===== config.mk =====
export PLATFORM = sky130hd
export DESIGN_NAME = impulse_frame_deserializer_flat
export DESIGN_NICKNAME = d
export VERILOG_FILES = /design/src/rtl/impulse_frame_deserializer_pkg.sv /design/src/rtl/impulse_frame_deserializer_if.sv /design/src/rtl/impulse_frame_deserializer_edge_detect.sv /design/src/rtl/impulse_frame_deserializer.sv /design/src/flat_wrapper.sv
export SDC_FILE = /design/constraint.sdc
export NUM_CORES = 1
export LEC_CHECK = 0
export BUFFER_PORTS_ARGS = -buffer_cell sky130_fd_sc_hd__clkbuf_2
export CAP_MARGIN = 20
export CORE_UTILIZATION = 60
export DETAILED_ROUTE_END_ITERATION = 10
export PLACE_DENSITY = 0.81
export SLEW_MARGIN = 20
export SYNTH_ARGS = -nofsm -noshare
export SYNTH_HDL_FRONTEND = slang
export SYNTH_SLANG_ARGS = --single-unit

===== constraint.sdc =====
create_clock -name clk -period 3.8 [get_ports clk]
set_input_delay 0.76 -clock clk [delete_from_list [all_inputs] [get_ports clk]]
set_output_delay 0.76 -clock clk [all_outputs]
set_load 0.05 [all_outputs]

===== src/rtl/impulse_frame_deserializer_pkg.sv =====
// Shared defaults, FSM state encoding and count-word type for the impulse readout deserializer.
// Latency: n/a (type and constant definitions only).
// Backpressure: n/a.
package impulse_pkg;

    localparam int IMP_WIDTH  = 8;
    localparam int IMP_NUM_CH = 8;
    localparam int IMP_AW     = 4;

    typedef enum logic [1:0] {
        ST_IDLE  = 2'd0,
        ST_SHIFT = 2'd1,
        ST_DRAIN = 2'd2
    } state_e;

    typedef logic [IMP_WIDTH-1:0] count_t;

endpackage


===== src/rtl/impulse_frame_deserializer_if.sv =====
// Bundles the counter serial readout, the host read port and the status outputs of the deserializer.
// Latency: n/a (wiring only).
// Backpressure: none; the readout stream cannot be stalled, so there is no ready signal.
interface impulse_frame_deserializer_if
    import impulse_pkg::*;
#(
    parameter int WIDTH = IMP_WIDTH,
    parameter int AW    = IMP_AW
) ();

    logic             serial_in;
    logic             sl_in;
    logic [AW-1:0]    addr_in;
    logic             ovf_rtc_in;
    logic             ovf_global_in;
    logic [AW-1:0]    rd_addr;
    logic [WIDTH-1:0] rd_data;
    logic             word_valid;
    logic [AW-1:0]    word_addr;
    logic [WIDTH-1:0] word_data;
    logic             frame_err;
    logic             period_tick;
    logic [7:0]       period_cnt;
    logic             ovf_sticky;

    // Counter side / host side: drives the readout stream and the read address.
    modport master (
        output serial_in, sl_in, addr_in, ovf_rtc_in, ovf_global_in, rd_addr,
        input  rd_data, word_valid, word_addr, word_data, frame_err,
               period_tick, period_cnt, ovf_sticky
    );

    // Deserializer side.
    modport slave (
        input  serial_in, sl_in, addr_in, ovf_rtc_in, ovf_global_in, rd_addr,
        output rd_data, word_valid, word_addr, word_data, frame_err,
               period_tick, period_cnt, ovf_sticky
    );

endinterface


===== src/rtl/impulse_frame_deserializer_edge_detect.sv =====
// Rising-edge detector: pulse is high for one cycle when din is high and was low last cycle.
// Latency: combinational pulse against a registered copy of the previous value.
// Backpressure: none; a level held high produces a single pulse.
module impulse_edge_detect (
    input  logic clk,
    input  logic rst_n,
    input  logic din,
    output logic pulse
);

    logic din_q;

    // Remember last cycle's level so a held-high input does not re-trigger.
    always_ff @(posedge clk or negedge rst_n) begin
        if (!rst_n) begin
            din_q <= 1'b0;
        end else begin
            din_q <= din;
        end
    end

    assign pulse = din & ~din_q;

endmodule


===== src/rtl/impulse_frame_deserializer.sv =====
// Reassembles MSB-first serial count words into a per-channel register file and flags bad frames.
// Latency: word_valid in the cycle sl_in drops after the last bit; register file readable one cycle later.
// Backpressure: none; malformed frames are dropped with a frame_err pulse instead of stalling.
module impulse_frame_deserializer
    import impulse_pkg::*;
#(
    parameter int WIDTH  = IMP_WIDTH,
    parameter int NUM_CH = IMP_NUM_CH,
    parameter int AW     = IMP_AW
) (
    input logic                        clk,
    input logic                        rst_n,
    impulse_frame_deserializer_if.slave bus
);

    localparam int CNTW = $clog2(WIDTH + 1);
    localparam int IW   = (NUM_CH > 1) ? $clog2(NUM_CH) : 1;

    localparam logic [1:0] IDLE  = ST_IDLE;
    localparam logic [1:0] SHIFT = ST_SHIFT;
    localparam logic [1:0] DRAIN = ST_DRAIN;

    logic [1:0]       state;
    logic [WIDTH-1:0] shreg;
    logic [CNTW-1:0]  bit_cnt;
    logic [AW-1:0]    addr_q;
    logic [WIDTH-1:0] regs [NUM_CH];
    logic [AW-1:0]    word_addr_q;
    logic [WIDTH-1:0] word_data_q;
    logic [7:0]       period_cnt_q;
    logic             ovf_sticky_q;

    logic full;
    logic addr_ok;
    logic rd_ok;
    logic commit;
    logic err;
    logic tick;

    // A frame is complete when exactly WIDTH bits arrived; the address is the one seen with bit 0.
    assign full    = (bit_cnt == CNTW'(WIDTH));
    assign addr_ok = ({1'b0, addr_q} < (AW + 1)'(NUM_CH));
    assign rd_ok   = ({1'b0, bus.rd_addr} < (AW + 1)'(NUM_CH));

    // Commit and error decisions are made in the cycle sl_in is sampled, so the pulses line up with it.
    assign commit = (state == SHIFT) && !bus.sl_in && full && addr_ok;
    assign err    = (state == SHIFT) && (bus.sl_in ? full : !(full && addr_ok));

    // Frame FSM: collect bits, then either return to IDLE or swallow an overlong burst in DRAIN.
    always_ff @(posedge clk or negedge rst_n) begin
        if (!rst_n) begin
            state   <= IDLE;
            shreg   <= '0;
            bit_cnt <= '0;
            addr_q  <= '0;
        end else begin
            case (state)
                IDLE: begin
                    if (bus.sl_in) begin
                        shreg   <= {{(WIDTH-1){1'b0}}, bus.serial_in};
                        bit_cnt <= CNTW'(1);
                        addr_q  <= bus.addr_in;
                        state   <= SHIFT;
                    end
                end
                SHIFT: begin
                    if (bus.sl_in) begin
                        if (full) begin
                            state <= DRAIN;
                        end else begin
                            shreg   <= {shreg[WIDTH-2:0], bus.serial_in};
                            bit_cnt <= bit_cnt + CNTW'(1);
                        end
                    end else begin
                        state <= IDLE;
                    end
                end
                DRAIN: begin
                    if (!bus.sl_in) begin
                        state <= IDLE;
                    end
                end
                default: state <= IDLE;
            endcase
        end
    end

    // Per-channel result registers, written only by a well-formed frame to an in-range channel.
    always_ff @(posedge clk or negedge rst_n) begin
        if (!rst_n) begin
            for (int i = 0; i < NUM_CH; i++) begin
                regs[i] <= '0;
            end
        end else if (commit) begin
            regs[addr_q[IW-1:0]] <= shreg;
        end
    end

    // Hold the last committed word for consumers that sample after the pulse.
    always_ff @(posedge clk or negedge rst_n) begin
        if (!rst_n) begin
            word_addr_q <= '0;
            word_data_q <= '0;
        end else if (commit) begin
            word_addr_q <= addr_q;
            word_data_q <= shreg;
        end
    end

    impulse_edge_detect u_rtc_edge (
        .clk   (clk),
        .rst_n (rst_n),
        .din   (bus.ovf_rtc_in),
        .pulse (tick)
    );

    // Period counter and global-overflow flag; a new overflow in the tick cycle keeps the flag set.
    always_ff @(posedge clk or negedge rst_n) begin
        if (!rst_n) begin
            period_cnt_q <= '0;
            ovf_sticky_q <= 1'b0;
        end else begin
            if (tick) begin
                period_cnt_q <= period_cnt_q + 8'd1;
            end
            if (bus.ovf_global_in) begin
                ovf_sticky_q <= 1'b1;
            end else if (tick) begin
                ovf_sticky_q <= 1'b0;
            end
        end
    end

    assign bus.rd_data     = rd_ok ? regs[bus.rd_addr[IW-1:0]] : '0;
    assign bus.word_valid  = commit;
    assign bus.word_addr   = commit ? addr_q : word_addr_q;
    assign bus.word_data   = commit ? shreg : word_data_q;
    assign bus.frame_err   = err;
    assign bus.period_tick = tick;
    assign bus.period_cnt  = period_cnt_q;
    assign bus.ovf_sticky  = ovf_sticky_q;

endmodule


===== src/flat_wrapper.sv =====
// flat-port wrapper written by rule: the top's interface ports become plain ports
module impulse_frame_deserializer_flat import impulse_pkg::*;
#(
    parameter int WIDTH  = IMP_WIDTH,
    parameter int NUM_CH = IMP_NUM_CH,
    parameter int AW     = IMP_AW
)
  (clk, rst_n, bus_serial_in, bus_sl_in, bus_addr_in, bus_ovf_rtc_in, bus_ovf_global_in, bus_rd_addr, bus_rd_data, bus_word_valid, bus_word_addr, bus_word_data, bus_frame_err, bus_period_tick, bus_period_cnt, bus_ovf_sticky);
  impulse_frame_deserializer_if #(.WIDTH(WIDTH), .AW(AW)) bus_i ();
  input logic clk;
  input logic rst_n;
  input wire logic [$bits(bus_i.serial_in)-1:0] bus_serial_in;
  input wire logic [$bits(bus_i.sl_in)-1:0] bus_sl_in;
  input wire logic [$bits(bus_i.addr_in)-1:0] bus_addr_in;
  input wire logic [$bits(bus_i.ovf_rtc_in)-1:0] bus_ovf_rtc_in;
  input wire logic [$bits(bus_i.ovf_global_in)-1:0] bus_ovf_global_in;
  input wire logic [$bits(bus_i.rd_addr)-1:0] bus_rd_addr;
  output wire logic [$bits(bus_i.rd_data)-1:0] bus_rd_data;
  output wire logic [$bits(bus_i.word_valid)-1:0] bus_word_valid;
  output wire logic [$bits(bus_i.word_addr)-1:0] bus_word_addr;
  output wire logic [$bits(bus_i.word_data)-1:0] bus_word_data;
  output wire logic [$bits(bus_i.frame_err)-1:0] bus_frame_err;
  output wire logic [$bits(bus_i.period_tick)-1:0] bus_period_tick;
  output wire logic [$bits(bus_i.period_cnt)-1:0] bus_period_cnt;
  output wire logic [$bits(bus_i.ovf_sticky)-1:0] bus_ovf_sticky;
  assign bus_i.serial_in = bus_serial_in;
  assign bus_i.sl_in = bus_sl_in;
  assign bus_i.addr_in = bus_addr_in;
  assign bus_i.ovf_rtc_in = bus_ovf_rtc_in;
  assign bus_i.ovf_global_in = bus_ovf_global_in;
  assign bus_i.rd_addr = bus_rd_addr;
  assign bus_rd_data = bus_i.rd_data;
  assign bus_word_valid = bus_i.word_valid;
  assign bus_word_addr = bus_i.word_addr;
  assign bus_word_data = bus_i.word_data;
  assign bus_frame_err = bus_i.frame_err;
  assign bus_period_tick = bus_i.period_tick;
  assign bus_period_cnt = bus_i.period_cnt;
  assign bus_ovf_sticky = bus_i.ovf_sticky;
  impulse_frame_deserializer #(.WIDTH(WIDTH), .NUM_CH(NUM_CH), .AW(AW)) u_core (.clk(clk), .rst_n(rst_n), .bus(bus_i));
endmodule

# ---- Word-level counts from Yosys, hierarchy flattened
# Index checks and enable logic that the tools add are counted.
dict set report classes {
  n_eq_ne 8
  n_reduce_logical 14
  muxes 25
  bitwise_logic 4
  addsub 2
  n_lt_le_gt_ge 5
}
# operator n
set op_table {}
lappend op_table {{$bwmux 64} 1}
lappend op_table {{$mux 8} 8}
lappend op_table {{$bmux 8 s3} 1}
lappend op_table {{$demux 8 s3} 1}
lappend op_table {{$mux 4} 4}
lappend op_table {{$pmux 8 s2} 1}
lappend op_table {{$add 8x1->8 const B} 1}
lappend op_table {{$ge 4x4->1 const B} 2}
lappend op_table {{$lt 4x4->1 const B} 2}
lappend op_table {{$mux 2} 4}
lappend op_table {{$ne 2x2->1 const B} 4}
lappend op_table {{$not 3->4} 2}
lappend op_table {{$pmux 4 s2} 1}
lappend op_table {{$logic_and 1x1->1} 6}
lappend op_table {{$pmux 2 s3} 1}
lappend op_table {{$add 4x1->4 const B} 1}
lappend op_table {{$eq 4x4->1 const B} 1}
lappend op_table {{$lt 4x1->1 const B} 1}
lappend op_table {{$reduce_and 4->1} 1}
lappend op_table {{$reduce_bool 2->1} 2}
lappend op_table {{$mux 1} 3}
lappend op_table {{$ne 3x2->1 const B} 1}
lappend op_table {{$reduce_and 3->1} 1}
lappend op_table {{$eq 2x1->1 const B} 1}
lappend op_table {{other kinds (6)} 7}
dict set report word_totals {
  ff_bits 104
  elab_cells 75
}

# ---- Depth between registers and ports, before layout
# Gate-level depths: netlist of run 1.
dict set report depth {
  word_depth 6
  ltp_mapped 8
  depth_no_buf 5
}

# ---- Cells and area by module
# A second synthesis of run 1 with hierarchy kept.
dict set report unflattened {
  hier_cells 322
  hier_area_um2 4820.9
}
# module area_each_um2 instances seq_area_each_um2 cells_each
set modules_own_cells {}
lappend modules_own_cells {impulse_frame_deserializer 4782.1 1 2577.5 320}
lappend modules_own_cells {impulse_edge_detect 38.8 1 25.0 2}

# ---- Least setup slack after synthesis of run 1
# OpenSTA, ideal clock, no wires.
dict set report synth_timing {
  kind {input-to-output}
  from {input port bus_rd_addr[1]}
  to {output port bus_rd_data[5]}
  path_slack_ps 582
  t_arrival_ps 2458
  n_path_buf 2
  cell_stages 5
  cell_sequence {clkbuf_1 buf_2 mux4_2 mux2i_1 nor2_1}
}
dict set report synth_between {
  elab_chain_len 5
}
# element line_no
set synth_rtl {}
lappend synth_rtl {{start, declared} flat_wrapper.sv:17} ;# input wire logic [$bits(bus_i.rd_addr)-1:0] bus_rd_addr;
lappend synth_rtl {{$not 3->4 (not written as such)} impulse_frame_deserializer.sv:134} ;# assign bus.rd_data = rd_ok ? regs[bus.rd_addr[IW-1:0]] : '0;
lappend synth_rtl {{$bmux 8 s3} impulse_frame_deserializer.sv:134}
lappend synth_rtl {{$mux 8 (not written as such) (2 in a row)} impulse_frame_deserializer.sv:134}
lappend synth_rtl {{$mux 8 *} impulse_frame_deserializer.sv:134}
lappend synth_rtl {{end, declared} flat_wrapper.sv:18} ;# output wire logic [$bits(bus_i.rd_data)-1:0] bus_rd_data;
# Mark *: on every way between the ends. The rest lies on a longest branch, timed or not. The select of a mux whose other input is x is not followed.

# ---- Worst setup path in the final report of run 1
dict set report layout_timing {
  from {input port bus_sl_in}
  to {output port bus_word_data[5]}
}
dict set report layout_between {
  elab_chain_len 5
}
# element line_no
set layout_rtl {}
lappend layout_rtl {{start, declared} flat_wrapper.sv:13} ;# input wire logic [$bits(bus_i.sl_in)-1:0] bus_sl_in;
lappend layout_rtl {{$logic_not 1->1} impulse_frame_deserializer.sv:46} ;# assign commit = (state == SHIFT) && !bus.sl_in && full && addr_ok;
lappend layout_rtl {{$logic_and 1x1->1 (3 in a row)} impulse_frame_deserializer.sv:46}
lappend layout_rtl {{$mux 8} impulse_frame_deserializer.sv:137} ;# assign bus.word_data = commit ? shreg : word_data_q;
lappend layout_rtl {{end, declared} flat_wrapper.sv:21} ;# output wire logic [$bits(bus_i.word_data)-1:0] bus_word_data;
# No other way between the ends.

==> metrics.csv, run 1 <==
metric,value,unit
# IOs,46,
PortBufs,45,
DR iter-0 viols,113,
clock buffer depth,2,
Post-Route Skew,0.00824,ns
P_int,0.00159,W
Synth-to-Final Area Change,9.78,%
total track usage,24.3,%
"commonest non-fill, non-tap cell in the layout",dfrtp_1,
NetSw,0.000701,W
first-pass GRT wire length,15.4,mm
CTS-repair resized insts,0,
Max Fclk,304,MHz
Final #Nets,383,
clk_lat worst skew,0.37,ns
Post-Route Setup TNS,0,ns
Clock Sinks,104,
Synth async-reset ratio,100,%
die height,91.9,µm
Seq pwr share,54.4,%
"EDFF count, synth",0,
cell count after synthesis,336,
Worst Path Required,3.04,ns
CTS Hold Buffers Added,0,
headroom to the max-slew limit,34.9,%
Post-DRT Antenna Nets,0,
period utilisation layout,86.6,%
CP max FO,13,
leakage power,2.62,nW
vias per cell,5.90,
worst flop-to-flop path endpoint,u_core.regs[12]$_DFFE_PN0P_,
htree depth,3,
Worst path max stage delay,0.51,ns
Avg Inst Size Synth,14.4,µm²
global placer's final weighted congestion,0.793,
Initial Util,62.4,%
"Setup Fix Bufs, Post-CTS",0,
r2r setup slk,0.94,ns
Avg WL per Cell,19.3,µm
combinational share of power,15.0,%
Max Cap Viol,0,
Final Slew Violations,0,
die width,91.9,µm
synthesized netlist net count,353,
core area,7770,µm²
Clk network pwr share,30.5,%
worst setup path category,input port to primary output,
CTS tree,built,
total grt overflow,0,
final wirelength,9.11,mm
actual slew at the worst max-slew pin,0.969,ns
Final Hold Violating Endpoints,0,
diode count,0,
Synth warnings,0,
Power Dens Cells,431,nW/µm²
"Buf+Inv Stages, Crit Path",2,
Crit path max-delay family,simple AND/OR/NAND/NOR gates,
layout cell share with drive strength beyond 1,39.6,%
Vias,2793,
# setup viols final,0,
CP max stage cell,or3b_1,
clock root buffer,clkbuf_8,
cell mode on critical path,clkbuf_2,
Worst IR Drop VDD,0.000307,V
largest net degree at the start of global routing,92,
Netlist cell types,42,
Final Util,68.5,%
Fill cells,547,
worst r2r path cells,5,
clk slew on worst S/H paths,0.09,ns
status,"finished, final reports clean",
crit-path cells,clkbuf_2 -> or3b_1 -> or2_1 -> mux2_1 -> clkbuf_2,
Yosys reg bits,104,
post-synthesis cell area,4850,µm²
Worst Setup End Kind,primary output,
CTS buffer count,9,
Final min period,3.29,ns
"Top FF cell, synth",dfrtp_1,
DRC,0,
vias in the first global route,2956,
"Seq/Total Area, Yosys",53.7,%
R2R Path Start,u_core.bit_cnt[0]$_DFFE_PN0P_,
row count,32,
antenna violations before repair,0,
HPWL after DPL,6.15,mm
Hold Crit Class,input port to asynchronous set/reset pin,
Die ar.,8450,µm²
RSZ-0062 raised after global routing,false,
startpoint types,input port,
First-pass DRT Iterations,4,
switching share of power,30.6,%
most frequent cells in the layout,"dfrtp_1, clkbuf_2, mux2_4",
crit path DAT,2.53,ns
[metrics by stage]
step           area, µm²  power, W  hold slack (ns)  std cells  worst slack, ns
6_report            5320   0.00230            0.439        473            0.508
5_1_grt             5320   0.00239            0.509        473            0.377
4_1_cts             5320   0.00232            0.488        473            0.479
3_5_place_dp        5120   0.00162            0.471        457            0.479
3_3_place_gp        5120   0.00161            0.462        457            0.539
2_1_floorplan       4850   0.00151            0.459        336            0.582
[worst register-to-register path: cells and delay by family, from the launching register on]
family / cells / cell delay [ns]
adder cells (fa/ha/maj): 1 / 0.22
buffers and inverters: 1 / 0.07
flip-flops: 1 / 0.43
multiplexers: 1 / 0.52
AND/OR/NAND/NOR: 2 / 1.51
[metal layers]
layer / global-route usage, % / part of all wire, % / vias up
met3: 4.73 / 3.9 / 11
li1: - / - / 1267
met1: 33.9 / 46 / 1444
met4: 7.68 / 1.5 / 0
met2: 38.9 / 49 / 71
met5: 0 / 0 / -
[flip-flops by register name (all words and copies together), names as in the netlist]
name,cells
u_core.regs,64
u_core.bus.ovf_sticky,1
u_core.word_addr_q,4
u_core.state,2
u_core.u_rtc_edge.din_q,1
u_core.shreg,8
u_core.bit_cnt,4
u_core.word_data_q,8
u_core.bus.period_cnt,8
u_core.addr_q,4
[worst max path at each step]
stage                                  end  slack, ns                           from  cells after the start
after floorplan             bus_rd_data[5]       0.58                 bus_rd_addr[1]                      5
after global placement    bus_word_data[4]       0.54                      bus_sl_in                      5
after detailed placement  bus_word_data[5]       0.48                      bus_sl_in                      5
after CTS                 bus_word_data[5]       0.48                      bus_sl_in                      5
after global routing      bus_word_addr[1]       0.38  u_core.bit_cnt[0]$_DFFE_PN0P_                      5
final                     bus_word_data[5]       0.51                      bus_sl_in                      5
[layout make-up]
type | instances | area, µm² | area share, %
Clock buffer | 10 | 138 | 2.59
Clock inverter | 6 | 66.3 | 1.25
Inverter | 6 | 22.5 | 0.423
Multi-Input combinational cell | 196 | 2090 | 39.3
Sequential cell | 104 | 2600 | 48.9
Tap cell | 102 | 128 | 2.40
Timing Repair Buffer | 49 | 274 | 5.15
[cell usage after synthesis, types with 2 or more instances]
cell type  count  area [µm²]
inv_1          5        18.8
nand4_1        5        31.3
o21ai_0       10        50.1
nand3_1        2        10.0
nand2b_1       6        37.5
ha_1           3        37.5
clkbuf_1      21        78.8
buf_1          3        11.3
mux2i_1        9        90.1
buf_4          2        15.0
mux4_2        16         360
nand4b_1       3        26.3
nor2_1        11        41.3
buf_2          3        15.0
and4b_1        2        20.0
nor4_4         3        63.8
and2_1         2        12.5
nor4bb_1       2        20.0
o31ai_1        2        15.0
mux2_2        29         327
o21ai_1        6        30.0
nand2_1       13        48.8
xnor2_1        6        52.6
dfrtp_1      104        2600
mux2_4        32         480
mux2_1        20         225
[power by group through the flow]
stage | registers (W) | logic, W | clock network [W]
global route | 0.00126 | 0.000374 | 0.000756
finish | 0.00125 | 0.000345 | 0.000700
global placement | 0.00127 | 0.000340 | 0
detailed placement | 0.00127 | 0.000348 | 0
CTS | 0.00125 | 0.000349 | 0.000716
floorplan | 0.00134 | 0.000171 | 0
[logic make-up (layout without fill, tap and decap cells)]
| kind of cell | count (synthesis) | in the layout | share of synthesized area [%] |
|---|---|---|---|
| multiplexers | 106 | 106 | 30.6 |
| flip-flops | 104 | 104 | 53.7 |
| AND/OR/NAND/NOR | 57 | 57 | 7.82 |
| buffers and inverters | 36 | 71 | 3.17 |
| AO/OA/AOI/OAI | 23 | 23 | 2.73 |
| XOR/XNOR | 7 | 7 | 1.26 |
| adder cells (fa/ha/maj) | 3 | 3 | 0.774 |
Power figures use the tool's default switching activity.
==> run 2: changes to the inputs <==
--- a/config.mk
+++ b/config.mk
@@ -5,11 +5,12 @@
 export SDC_FILE = /design/constraint.sdc
 export NUM_CORES = 1
 export LEC_CHECK = 0
+export ABC_AREA = 1
 export BUFFER_PORTS_ARGS = -buffer_cell sky130_fd_sc_hd__clkbuf_2
 export CAP_MARGIN = 20
 export CORE_UTILIZATION = 60
 export DETAILED_ROUTE_END_ITERATION = 10
-export PLACE_DENSITY = 0.81
+export PLACE_DENSITY = 0.8
 export SLEW_MARGIN = 20
 export SYNTH_ARGS = -nofsm -noshare
 export SYNTH_HDL_FRONTEND = slang
==> run 2 against run 1 <==
Routed wire length up 35%. Clock skew up 0.0011 ns. Critical path depth up 2. Final area up 5.9%. Hold slack worse by 0.043 ns. Die area up 8.7%. Via count up 64%. Count of clock-buffer cells in the layout up 1. First-iteration DRC count rose to 4.2 times the previous value. Setup slack better by 0.32 ns. Sequential share of layout area down 2.7 points. Sequential power up 6%. Critical endpoint is now bus_word_data[6]. Largest cell class unchanged.
==> metrics.csv, run 2 <==
metric,value,unit,change
clock buffer depth,2,,unchanged
Final #Nets,732,,+91%
"Seq/Total Area, Yosys",49.3,%,-4.4 points
clk slew on worst S/H paths,0.10,ns,about the same
CTS buffer count,9,,unchanged
worst slack at placement,0.933,ns,+0.454 ns
Worst Path Required,3.04,ns,about the same
worst setup path category,flop to primary output,,
HPWL after DPL,8.25,mm,+34%
DRC,0,,unchanged
Synth async-reset ratio,100,%,unchanged
"Setup Fix Bufs, Post-CTS",0,,unchanged
largest net degree at the start of global routing,73,,-21%
cell count after synthesis,692,,+110%
R2R Path Start,u_core.bit_cnt[0]$_DFFE_PN0P_,,
Initial Util,63.0,%,+0.56 points
Worst Setup End Kind,primary output,,
Yosys reg bits,104,,unchanged
period utilisation layout,78.3,%,-8.3 points
max reg flops,64,,unchanged
Hold Crit Class,input port to asynchronous set/reset pin,,
first-pass GRT wire length,20.8,mm,+35%
crit-path cells,inv_1 -> ha_1 -> nand3_4 -> nor2_8 -> nand2_2 -> o21ai_0 -> clkbuf_2,,
Crit. Startpoint,u_core.bit_cnt[0]$_DFFE_PN0P_,,
Max Fclk,336,MHz,+11%
actual slew at the worst max-slew pin,0.706,ns,-0.262 ns
worst setup path end,bus_word_data[6],,
Finished Layout Cells,823,,+74%
top-area cell type share of the netlist area,49.3,%,-4.4 points
antenna violations before repair,0,,unchanged
Final Slew Violations,0,,unchanged
"commonest non-fill, non-tap cell in the layout",nand2_1,,
Post-Route Skew,0.00933,ns,+0.00110 ns
most numerous cell in the Yosys netlist,nand2_1,,
Power Dens Cells,465,nW/µm²,+7.8%
PortBufs,45,,unchanged
Netlist cell types,29,,-31%
DR iter-0 viols,478,,+320%
vias in the first global route,4227,,+43%
row count,33,,+3.1%
First-pass DRT Iterations,5,,+1
post-synthesis cell area,5280,µm²,+8.9%
clock root buffer,clkbuf_8,,
die width,95.8,µm,+4.2%
# setup viols final,0,,unchanged
Max Cap Viol,0,,unchanged
"EDFF count, synth",0,,unchanged
leakage power,3.03,nW,+16%
layout cell share with drive strength beyond 1,11.0,%,-29 points
clk_lat worst skew,0.37,ns,about the same
crit path DAT,2.22,ns,-0.31 ns
htree depth,3,,unchanged
Avg WL per Cell,14.9,µm,-22%
Vias,4593,,+64%
# IOs,46,,unchanged
CTS-repair resized insts,0,,unchanged
core area,8380,µm²,+7.9%
setup slack after layout,0.824,ns,+0.317 ns
startpoint types,flop,,
synthesized netlist net count,709,,+100%
Final min period,2.98,ns,-0.317 ns
Post-DRT Antenna Nets,0,,unchanged
CP max FO,23,,+10
RSZ-0062 raised after global routing,false,,
Yosys top cell by area,dfrtp_1,,
Synth warnings,0,,unchanged
Fill cells,722,,+32%
Synth-to-Final Area Change,6.80,%,
Worst path max stage delay,0.41,ns,-0.10 ns
worst r2r path cells,8,,+3
Post-Route Setup TNS,0,ns,unchanged
diode count,0,,unchanged
vias per cell,5.58,,-5.5%
Worst IR Drop VDD,0.000361,V,+18%
most frequent cells in the layout,"nand2_1, dfrtp_1, inv_1",,
die height,95.8,µm,+4.2%
Clock Sinks,104,,unchanged
CTS Hold Buffers Added,0,,unchanged
Placed Instances,809,,+77%
status,"finished, final reports clean",,
main area contributors after synthesis,"dfrtp_1, nand2_1, nand4_1, inv_1, nand3_1",,
most instantiated cells after synthesis,"nand2_1, dfrtp_1, inv_1",,
worst flop-to-flop path endpoint,u_core.regs[5]$_DFFE_PN0P_,,
Die ar.,9180,µm²,+8.7%
register bank with the most flops,u_core.regs,,
total track usage,30.2,%,+5.9 points
"Top FF cell, synth",dfrtp_1,,
final wirelength,12.3,mm,+35%
CTS tree,built,,
Final Hold Violating Endpoints,0,,unchanged
Avg Inst Size Synth,7.63,µm²,-47%
r2r setup slk,1.44,ns,+0.50 ns
total grt overflow,0,,unchanged
CP max stage cell,dfrtp_1,,
headroom to the max-slew limit,52.9,%,+18 points
global placer's final weighted congestion,0.890,,+12%
==> run 2: cell count changes after synthesis, sizes merged, moves of 16 or more <==
cell | previous run | this run
mux2 | 81 | 0
inv | 6 | 91
nor2 | 11 | 34
mux4 | 16 | 0
nand2 | 13 | 260
nand4 | 5 | 66
nand3 | 2 | 54
==> run 2: per-layer routing <==
layer / vias to the layer above / wire, µm / track usage (%)
li1: 2238 / - / -
met4: 0 / 204 / 10.1
met3: 15 / 811 / 5.69
met1: 2164 / 5600 / 44.3
met2: 176 / 5680 / 45.4
met5: - / 0 / 0
==> run 2: kinds of logic (layout without fill, tap and decap cells) <==
kind of cell | count (synthesis) | count (layout) | share of synthesized area [%]
compound gates | 29 | 29 | 2.84
fa+ha+maj | 3 | 3 | 0.711
flops | 104 | 104 | 49.3
xor+xnor | 6 | 6 | 0.995
buf+inv | 131 | 157 | 10.6
simple gates | 419 | 419 | 35.6
==> run 2: worst min-delay path by stage <==
stage	start	end	slack (ns)	cells after the start
2_1_floorplan	u_core.regs[0]$_DFFE_PN0P_	u_core.regs[0]$_DFFE_PN0P_	0.44	2
3_3_place_gp	u_core.regs[57]$_DFFE_PN0P_	u_core.regs[57]$_DFFE_PN0P_	0.45	2
3_5_place_dp	u_core.regs[2]$_DFFE_PN0P_	u_core.regs[2]$_DFFE_PN0P_	0.46	2
4_1_cts	rst_n	u_core.regs[44]$_DFFE_PN0P_	0.41	1
5_1_grt	rst_n	u_core.regs[41]$_DFFE_PN0P_	0.43	1
6_report	rst_n	u_core.regs[41]$_DFFE_PN0P_	0.40	1
==> run 2: layout make-up <==
cell class	instances	area, µm²	area share, %
Sequential cell	104	2600	46.2
Multi-Input combinational cell	457	2130	37.7
Tap cell	105	131	2.33
Clock buffer	11	141	2.51
Clock inverter	3	20.0	0.355
Inverter	92	345	6.12
Timing Repair Buffer	51	273	4.84
==> run 2: through the flow <==
stage               area [µm²]  hold slack (ns)  power, W  util [%]
detailed placement        5480            0.459   0.00202      65.4
floorplan                 5280            0.442   0.00183         -
global placement          5480            0.454   0.00200      65.4
global route              5640            0.429   0.00275      67.3
CTS                       5640            0.410   0.00263      67.3
finish                    5640            0.397   0.00262      67.3
==> run 2: report_power, final <==
group          internal [W]  total (W)  leakage, nW  switching, W
sequential          0.00120    0.00133         1.41      0.000129
combinational      0.000152   0.000675         1.54      0.000523
clock              0.000249   0.000618       0.0773      0.000370
==> run 2: worst max-delay path, delay by kind of cell (launching register included) <==
family	cells	cell delay, ns
adders and majority gates	1	0.23
AOI/OAI and AO/OA	1	0.33
DFF	1	0.41
and+or+nand+nor	3	0.43
buffers and inverters	2	0.44
